===== config.mk =====
export PLATFORM = sky130hd
export DESIGN_NAME = mem_port_arbiter
export DESIGN_NICKNAME = d
export VERILOG_FILES = /design/src/rtl/mem_port_arbiter.sv
export SDC_FILE = /design/constraint.sdc
export NUM_CORES = 1
export LEC_CHECK = 0
export CAP_MARGIN = 20
export CORE_AREA = 2 2 92 94
export DETAILED_ROUTE_END_ITERATION = 8
export DIE_AREA = 0 0 94 96
export GPL_TIMING_DRIVEN = 0
export PLACE_DENSITY = 0.61
export SYNTH_ARGS = -nofsm -noshare
export SYNTH_HDL_FRONTEND = slang
export SYNTH_SLANG_ARGS = --single-unit

===== constraint.sdc =====
create_clock -name clk -period 1.3 [get_ports clk]
set_input_delay 0.26 -clock clk [delete_from_list [all_inputs] [get_ports clk]]
set_output_delay 0.26 -clock clk [all_outputs]
set_load 0.01 [all_outputs]

===== src/rtl/mem_port_arbiter.sv =====
// rtl/mem_port_arbiter.sv - fetch/data arbiter and response router for a shared single-port memory
//
// Build option: MEM_ARB_PERF_EN builds the saturating performance counters.
// Without it, cnt_conflict and cnt_if_stall are tied to 0.
//
// Ports:
//   clk, rst          clock; synchronous active-low reset
//   if_req/if_addr    fetch request and byte address
//   if_gnt/if_stall   fetch granted / fetch blocked this cycle
//   if_valid/if_rdata fetch response, one cycle after the grant
//   d_req/d_we/d_be   data request, store select, store byte enables
//   d_addr/d_wdata    data byte address and lane-aligned store data
//   d_gnt             data granted this cycle
//   d_valid/d_rdata   load data or store acknowledge (rdata 0), one cycle after the grant
//   mem_*             memory command; mem_rdata is registered inside the memory
//   cnt_conflict      cycles where both ports requested
//   cnt_if_stall      cycles where fetch was stalled
module mem_port_arbiter #(
  parameter int ADDR_W = 8,
  parameter int CNT_W  = 16
) (
  input  logic              clk,
  input  logic              rst,
  input  logic              if_req,
  input  logic [ADDR_W-1:0] if_addr,
  output logic              if_gnt,
  output logic              if_valid,
  output logic [31:0]       if_rdata,
  output logic              if_stall,
  input  logic              d_req,
  input  logic              d_we,
  input  logic [3:0]        d_be,
  input  logic [ADDR_W-1:0] d_addr,
  input  logic [31:0]       d_wdata,
  output logic              d_gnt,
  output logic              d_valid,
  output logic [31:0]       d_rdata,
  output logic              mem_en,
  output logic              mem_we,
  output logic [3:0]        mem_be,
  output logic [ADDR_W-3:0] mem_addr,
  output logic [31:0]       mem_wdata,
  input  logic [31:0]       mem_rdata,
  output logic [CNT_W-1:0]  cnt_conflict,
  output logic [CNT_W-1:0]  cnt_if_stall
);

  typedef enum logic [1:0] {
    IDLE      = 2'd0,
    RESP_IF   = 2'd1,
    RESP_D_RD = 2'd2,
    RESP_D_WR = 2'd3
  } state_t;

  state_t state, next_state;

  // Byte-offset bits are the requester's concern; they never reach the memory.
  logic unused_addr_bits;
  assign unused_addr_bits = &{1'b0, if_addr[1:0], d_addr[1:0]};

  // Grant and memory command. Grants are masked while reset is held so the
  // memory sees no traffic during reset.
  always_comb begin
    d_gnt     = 1'b0;
    if_gnt    = 1'b0;
    mem_en    = 1'b0;
    mem_we    = 1'b0;
    mem_be    = 4'b0000;
    mem_addr  = '0;
    mem_wdata = 32'h0;
    if (rst) begin
      d_gnt  = d_req;
      if_gnt = if_req & ~d_req;
    end
    if (d_gnt) begin
      mem_en    = 1'b1;
      mem_we    = d_we;
      mem_be    = d_be;
      mem_addr  = d_addr[ADDR_W-1:2];
      mem_wdata = d_wdata;
    end else if (if_gnt) begin
      mem_en   = 1'b1;
      mem_addr = if_addr[ADDR_W-1:2];
    end
  end

  assign if_stall = if_req & ~if_gnt;

  always_ff @(posedge clk) begin
    if (!rst) begin
      state <= IDLE;
    end else begin
      state <= next_state;
    end
  end

  // The state records who owns the word coming out of the memory next cycle.
  // Response outputs are also masked by rst so an access in flight when reset
  // arrives never produces a valid pulse.
  always_comb begin
    next_state = IDLE;
    if_valid   = 1'b0;
    if_rdata   = 32'h0;
    d_valid    = 1'b0;
    d_rdata    = 32'h0;

    if (d_gnt) begin
      next_state = d_we ? RESP_D_WR : RESP_D_RD;
    end else if (if_gnt) begin
      next_state = RESP_IF;
    end

    if (rst) begin
      case (state)
        RESP_IF: begin
          if_valid = 1'b1;
          if_rdata = mem_rdata;
        end
        RESP_D_RD: begin
          d_valid = 1'b1;
          d_rdata = mem_rdata;
        end
        RESP_D_WR: begin
          d_valid = 1'b1;
        end
        default: begin
        end
      endcase
    end
  end

`ifdef MEM_ARB_PERF_EN
  logic [CNT_W-1:0] conflict_q;
  logic [CNT_W-1:0] stall_q;

  // Both counters stick at all-ones instead of wrapping.
  always_ff @(posedge clk) begin
    if (!rst) begin
      conflict_q <= '0;
      stall_q    <= '0;
    end else begin
      if (if_req && d_req && (conflict_q != {CNT_W{1'b1}})) begin
        conflict_q <= conflict_q + 1'b1;
      end
      if (if_stall && (stall_q != {CNT_W{1'b1}})) begin
        stall_q <= stall_q + 1'b1;
      end
    end
  end

  assign cnt_conflict = conflict_q;
  assign cnt_if_stall = stall_q;
`else
  assign cnt_conflict = '0;
  assign cnt_if_stall = '0;
`endif

endmodule


==> results.json, run 1 <==
{
  "cts.sinks": 2,
  "crit_path_end_kind": "primary output",
  "yosysSeqAreaShare_pct": 3.27,
  "io_pins": 234,
  "via_count": 1952,
  "post-route-util_pct": 41.4,
  "hold_slack_ns": 0.409,
  "cts_buffer_depth": 2,
  "mappedNetlistArea_sq_mm": 0.00122,
  "leakagePower_nw": 1.94,
  "die_w_microns": 94,
  "dr.pass1.iters": 4,
  "synth_warnings": 0,
  "setup_viol": 63,
  "std_cell_rows": 33,
  "die_area_sq_mm": 0.00902,
  "start_util_pct": 15.2,
  "max_freq_mhz": 634,
  "crit_path_start": "state[1]",
  "die_h_microns": 96,
  "rsz0062_at_grt": "yes",
  "ys_seq_elements": 2,
  "grt_pass1_wl_microns": 8830,
  "ir_drop_v": 0.000273,
  "drv_cap": 0,
  "cts_tree": "done",
  "drc": 0,
  "root_buffer": "clkbuf_8",
  "path_clk_slew_ns": 0.03,
  "outcome": "finished with violations",
  "cp.required_ns": 1.04,
  "wl_per_cell_microns": 12.4,
  "slew_viol_final": 0,
  "power_density_mw_per_mm2": 343,
  "gr-total-overflow": 0,
  "drive_above_1_share_pct": 51.8,
  "ys_types": 17,
  "syn_area_per_cell_sq_um": 7.12,
  "htreeDepth": 1,
  "drtIter0Drc": 33,
  "routed_wl_microns": 6390,
  "endpoint": "if_rdata[7]",
  "antenna_found_initial": 0,
  "antenna_left": 0,
  "regMostFlops": "state",
  "core-area_sq_mm": 0.00805,
  "hpwlAfterDp_microns": 5290,
  "hp-class": "in2reg",
  "largest_reg_flops": 2,
  "place_ws_ns": -0.877,
  "area_growth_syn_to_layout_pct": 172,
  "postLayoutSetupSlackWorst_ns": -0.278,
  "fillers": 853,
  "arrival_ns": 1.32,
  "io_buffer_count": 195,
  "place_congestion": 0.736,
  "grt_start_max_net_pins": 11,
  "critPathMaxFanout": 8,
  "violations": "negative setup slack",
  "viasPerCell": 3.80,
  "num-nets-final": 500,
  "layout_min_cycle_time_ns": 1.58,
  "worst-setup-path-type": "reg2out",
  "grt_pass1_vias": 1853,
  "reg_top3": "state (2)",
  "cts_buffers": 3,
  "grt.total_usage_pct": 11.9,
  "fin_crit_sh_pct": 121,
  "hold_violations": 0,
  "n_antenna_cell": 0,
  "postSynthCellCount": 172,
  "cp-start-kind": "flop"
}
-- critical path, stage by stage (launching register included) --
cell and delay, ns:
dfxtp_2 0.32, and3b_4 0.40, buf_6 0.15, and2_4 0.14
buf_6 0.09
-- stage by stage --
stage / TNS, ns / instances / area (sq um) / total power [mW]
3_3_place_gp: -66.56 / 503 / 3420 / 0.919
3_5_place_dp: -67.37 / 503 / 3420 / 0.923
4_1_cts: -15.63 / 511 / 3100 / 1.11
6_report: -15.65 / 514 / 3330 / 1.14
2_1_floorplan: 0 / 203 / 1340 / 0.413
5_1_grt: -18.73 / 514 / 3330 / 1.22
-- what timing repair did --
item                                    in CTS  in global routing
endpoints found under the setup margin     113                 78
pin swaps                                   32                 10
setup buffers                                5                  1
cloned                                       3                  3
resized for setup                          489                 68
hold buffers                                 0                  0
-- report_power, final --
group	switching [mW]	internal [mW]	total [mW]	leakage, nW
Sequential	0.00366	0.0666	0.0702	0.0172
Clock	0.0469	0.196	0.242	0.0216
Combinational	0.310	0.521	0.831	1.90
Total	0.361	0.783	1.14	1.94
-- worst min-delay path by stage --
stage           start  endpoint  cells past startpoint
6_report        d_req  state[0]                      3
5_1_grt         d_req  state[0]                      3
2_1_floorplan    d_we  state[0]                      2
3_3_place_gp   if_req  state[0]                      3
4_1_cts         d_req  state[0]                      3
3_5_place_dp   if_req  state[0]                      3
-- cells in the mapped netlist --
cell type / instances / area [sq um]
and3b_4: 2 / 25.0
buf_1: 1 / 3.75
clkbuf_1: 4 / 15.0
nor3b_1: 2 / 15.0
nand2_1: 1 / 3.75
buf_4: 33 / 248
mux2i_1: 1 / 10.0
buf_6: 10 / 113
and2_1: 66 / 413
o21a_1: 1 / 7.51
clkbuf_2: 2 / 10.0
a32o_1: 6 / 60.1
dfxtp_1: 2 / 40.0
nor2b_1: 2 / 12.5
nor2b_4: 1 / 13.8
and3_1: 37 / 231
conb_1: 1 / 3.75
-- metal layers --
layer	track usage, %	part of all wire [%]
met3	4.23	12
met1	12.5	34
met2	23.4	53
met4	1.45	0.59
met5	0	0
-- final cells by class --
type,count,area [sq um],share of cell area [%]
multi-input combinational,151,1000,30.1
buffer,46,365,11.0
tap,105,131,3.94
sequential,2,42.5,1.28
timing repair buffer,207,1750,52.5
clock buffer,3,41.3,1.24
-- layout by cell type, fill, tap and decap left out, types with 3 or more instances in the layout --
master,netlist,final
a32o_1,6,6
and2_1,66,31
and2_4,0,34
and3_1,37,37
buf_2,0,73
buf_4,33,38
buf_6,10,51
clkbuf_2,2,5
clkbuf_8,0,4
clkdlybuf4s50_1,0,74
conb_1,1,32
dlygate4sd2_1,0,6
dlymetal6s2s_1,0,3
-- cells by family after synthesis --
family	Yosys count	share of synthesized area, %
other cells	1	0.306
buf+inv	50	31.8
mux	1	0.817
flops	2	3.27
compound gates	7	5.52
simple gates	111	58.3
Note: power is estimated with default switching activity, not from simulation.
==> run 2, diff against run 1 <==
--- a/config.mk
+++ b/config.mk
@@ -5,7 +5,7 @@
 export SDC_FILE = /design/constraint.sdc
 export NUM_CORES = 1
 export LEC_CHECK = 0
-export CAP_MARGIN = 20
+export CAP_MARGIN = 10
 export CORE_AREA = 2 2 92 94
 export DETAILED_ROUTE_END_ITERATION = 8
 export DIE_AREA = 0 0 94 96
==> results of run 2 <==
Final layout, timing and power as in run 1 (identical DEF).
==> run 3, diff against run 2 <==
--- a/config.mk
+++ b/config.mk
@@ -11,6 +11,7 @@
 export DIE_AREA = 0 0 94 96
 export GPL_TIMING_DRIVEN = 0
 export PLACE_DENSITY = 0.61
+export SETUP_SLACK_MARGIN = 0.05
 export SYNTH_ARGS = -nofsm -noshare
 export SYNTH_HDL_FRONTEND = slang
 export SYNTH_SLANG_ARGS = --single-unit
==> results.json, run 3 (same netlist as run 1, synthesis figures left out) <==
{
  "cts_hold_buf": 0,
  "root_buffer": "clkbuf_8",
  "dp.cells": 503,
  "die_w_microns": 94,
  "wl_per_cell_microns": 12.4,
  "fillers": 836,
  "critPathMaxFanout": 8,
  "start_util_pct": 15.2,
  "place_congestion": 0.736,
  "cts_buffers": 3,
  "die_h_microns": 96,
  "cts_buffer_depth": 2,
  "dr.pass1.iters": 4,
  "hp-class": "in2reg",
  "rsz0062_at_grt": "yes",
  "io_buffer_count": 195,
  "cp-start-kind": "flop",
  "post-route-util_pct": 42.6,
  "cts.sinks": 2,
  "drive_above_1_share_pct": 51.7,
  "via_count": 1955,
  "drc": 0,
  "grt_pass1_vias": 1865,
  "crit_path_end_kind": "primary output",
  "setup_viol": 63,
  "die_area_sq_mm": 0.00902,
  "power_density_mw_per_mm2": 333,
  "leakagePower_nw": 2.15,
  "layout_min_cycle_time_ns": 1.57,
  "grt_start_max_net_pins": 11,
  "cts_tree": "done",
  "max_freq_mhz": 636,
  "antenna_left": 0,
  "layout_common_cells": "buf_2 (74), buf_6 (50), clkdlybuf4s50_1 (44)",
  "grt_pass1_wl_microns": 8880,
  "reg_top3": "state (2)",
  "postLayoutSetupSlackWorst_ns": -0.273,
  "antenna_found_initial": 0,
  "final_cells": 515,
  "io_pins": 234,
  "outcome": "finished with violations",
  "drtIter0Drc": 24,
  "htreeDepth": 1,
  "worst-setup-path-type": "reg2out",
  "grt.total_usage_pct": 12.1,
  "drv_cap": 0,
  "fin_crit_sh_pct": 121,
  "area_growth_syn_to_layout_pct": 180,
  "largest_reg_flops": 2,
  "violations": "negative setup slack",
  "final_common_cell": "buf_2",
  "regMostFlops": "state",
  "hpwlAfterDp_microns": 5290,
  "core-area_sq_mm": 0.00805,
  "num-nets-final": 501,
  "n_antenna_cell": 0,
  "slew_viol_final": 0,
  "ir_drop_v": 0.000246,
  "routed_wl_microns": 6390,
  "viasPerCell": 3.80,
  "arrival_ns": 1.31,
  "cp.required_ns": 1.04,
  "std_cell_rows": 33,
  "gr-total-overflow": 0,
  "path_clk_slew_ns": 0.03,
  "hold_violations": 0
}
[run 3: changes by cell type in the layout (fill, tap and decap cells not counted), sizes merged]
cell,change
buf,-1
dlymetal6s2s,+19
dlygate4sd2,+11
clkdlybuf4s50,-30
clkbuf,+1
clkdlybuf4s15,+1
[run 3: repair_timing]
action / in CTS / in global routing
endpoints found under the setup margin: 113 / 106
resized for setup: 513 / 78
gates cloned: 3 / 2
pin swaps: 42 / 36
hold endpoints to repair: 0 / 0
setup buffers: 7 / 2
[run 3: path summary, 6_finish.rpt]
kind     start      endpoint  cells after the start
max   state[1]  if_rdata[15]                      4
min      d_req      state[0]                      3
[run 3: power by group]
part / switching [mW] / internal [mW] / leakage (nW) / total [mW]
Combinational: 0.312 / 0.518 / 2.11 / 0.830
Sequential: 0.00390 / 0.0666 / 0.0172 / 0.0705
Clock: 0.0466 / 0.196 / 0.0216 / 0.242
[run 3: stage by stage]
step | power (mW) | hold WS, ns | setup slack, ns | instance area (sq um) | setup TNS (ns)
after floorplan | 0.413 | 0.429 | 0.120 | 1340 | 0
final | 1.14 | 0.352 | -0.273 | 3430 | -14.78
after CTS | 1.11 | 0.354 | -0.304 | 3140 | -15.94
after detailed placement | 0.923 | 0.746 | -0.877 | 3420 | -67.37
after global placement | 0.919 | 0.753 | -0.870 | 3420 | -66.56
after global routing | 1.22 | 0.385 | -0.319 | 3430 | -18.02
[run 3: cell type report]
type | instances | area, sq um | share of cell area, %
Timing Repair Buffer | 209 | 1830 | 53.5
Multi-Input combinational cell | 151 | 1010 | 29.5
Buffer | 45 | 369 | 10.8
Tap cell | 105 | 131 | 3.83
Sequential cell | 2 | 42.5 | 1.24
Clock buffer | 3 | 41.3 | 1.20
[run 3: layer usage]
metal  track usage (%)  part of all wire [%]  up-vias
met5                 0                     0        -
met4              1.45                  0.30        0
met3              4.23                    12        2
met2              23.9                    54      125
met1              12.5                    33      849
li1                  -                     -      979
[run 3: critical path, stage by stage, from the launching register on]
cell     delay (ns)
dfxtp_2        0.32
and3b_4        0.40
buf_6          0.14
and2_1         0.11
buf_2          0.13
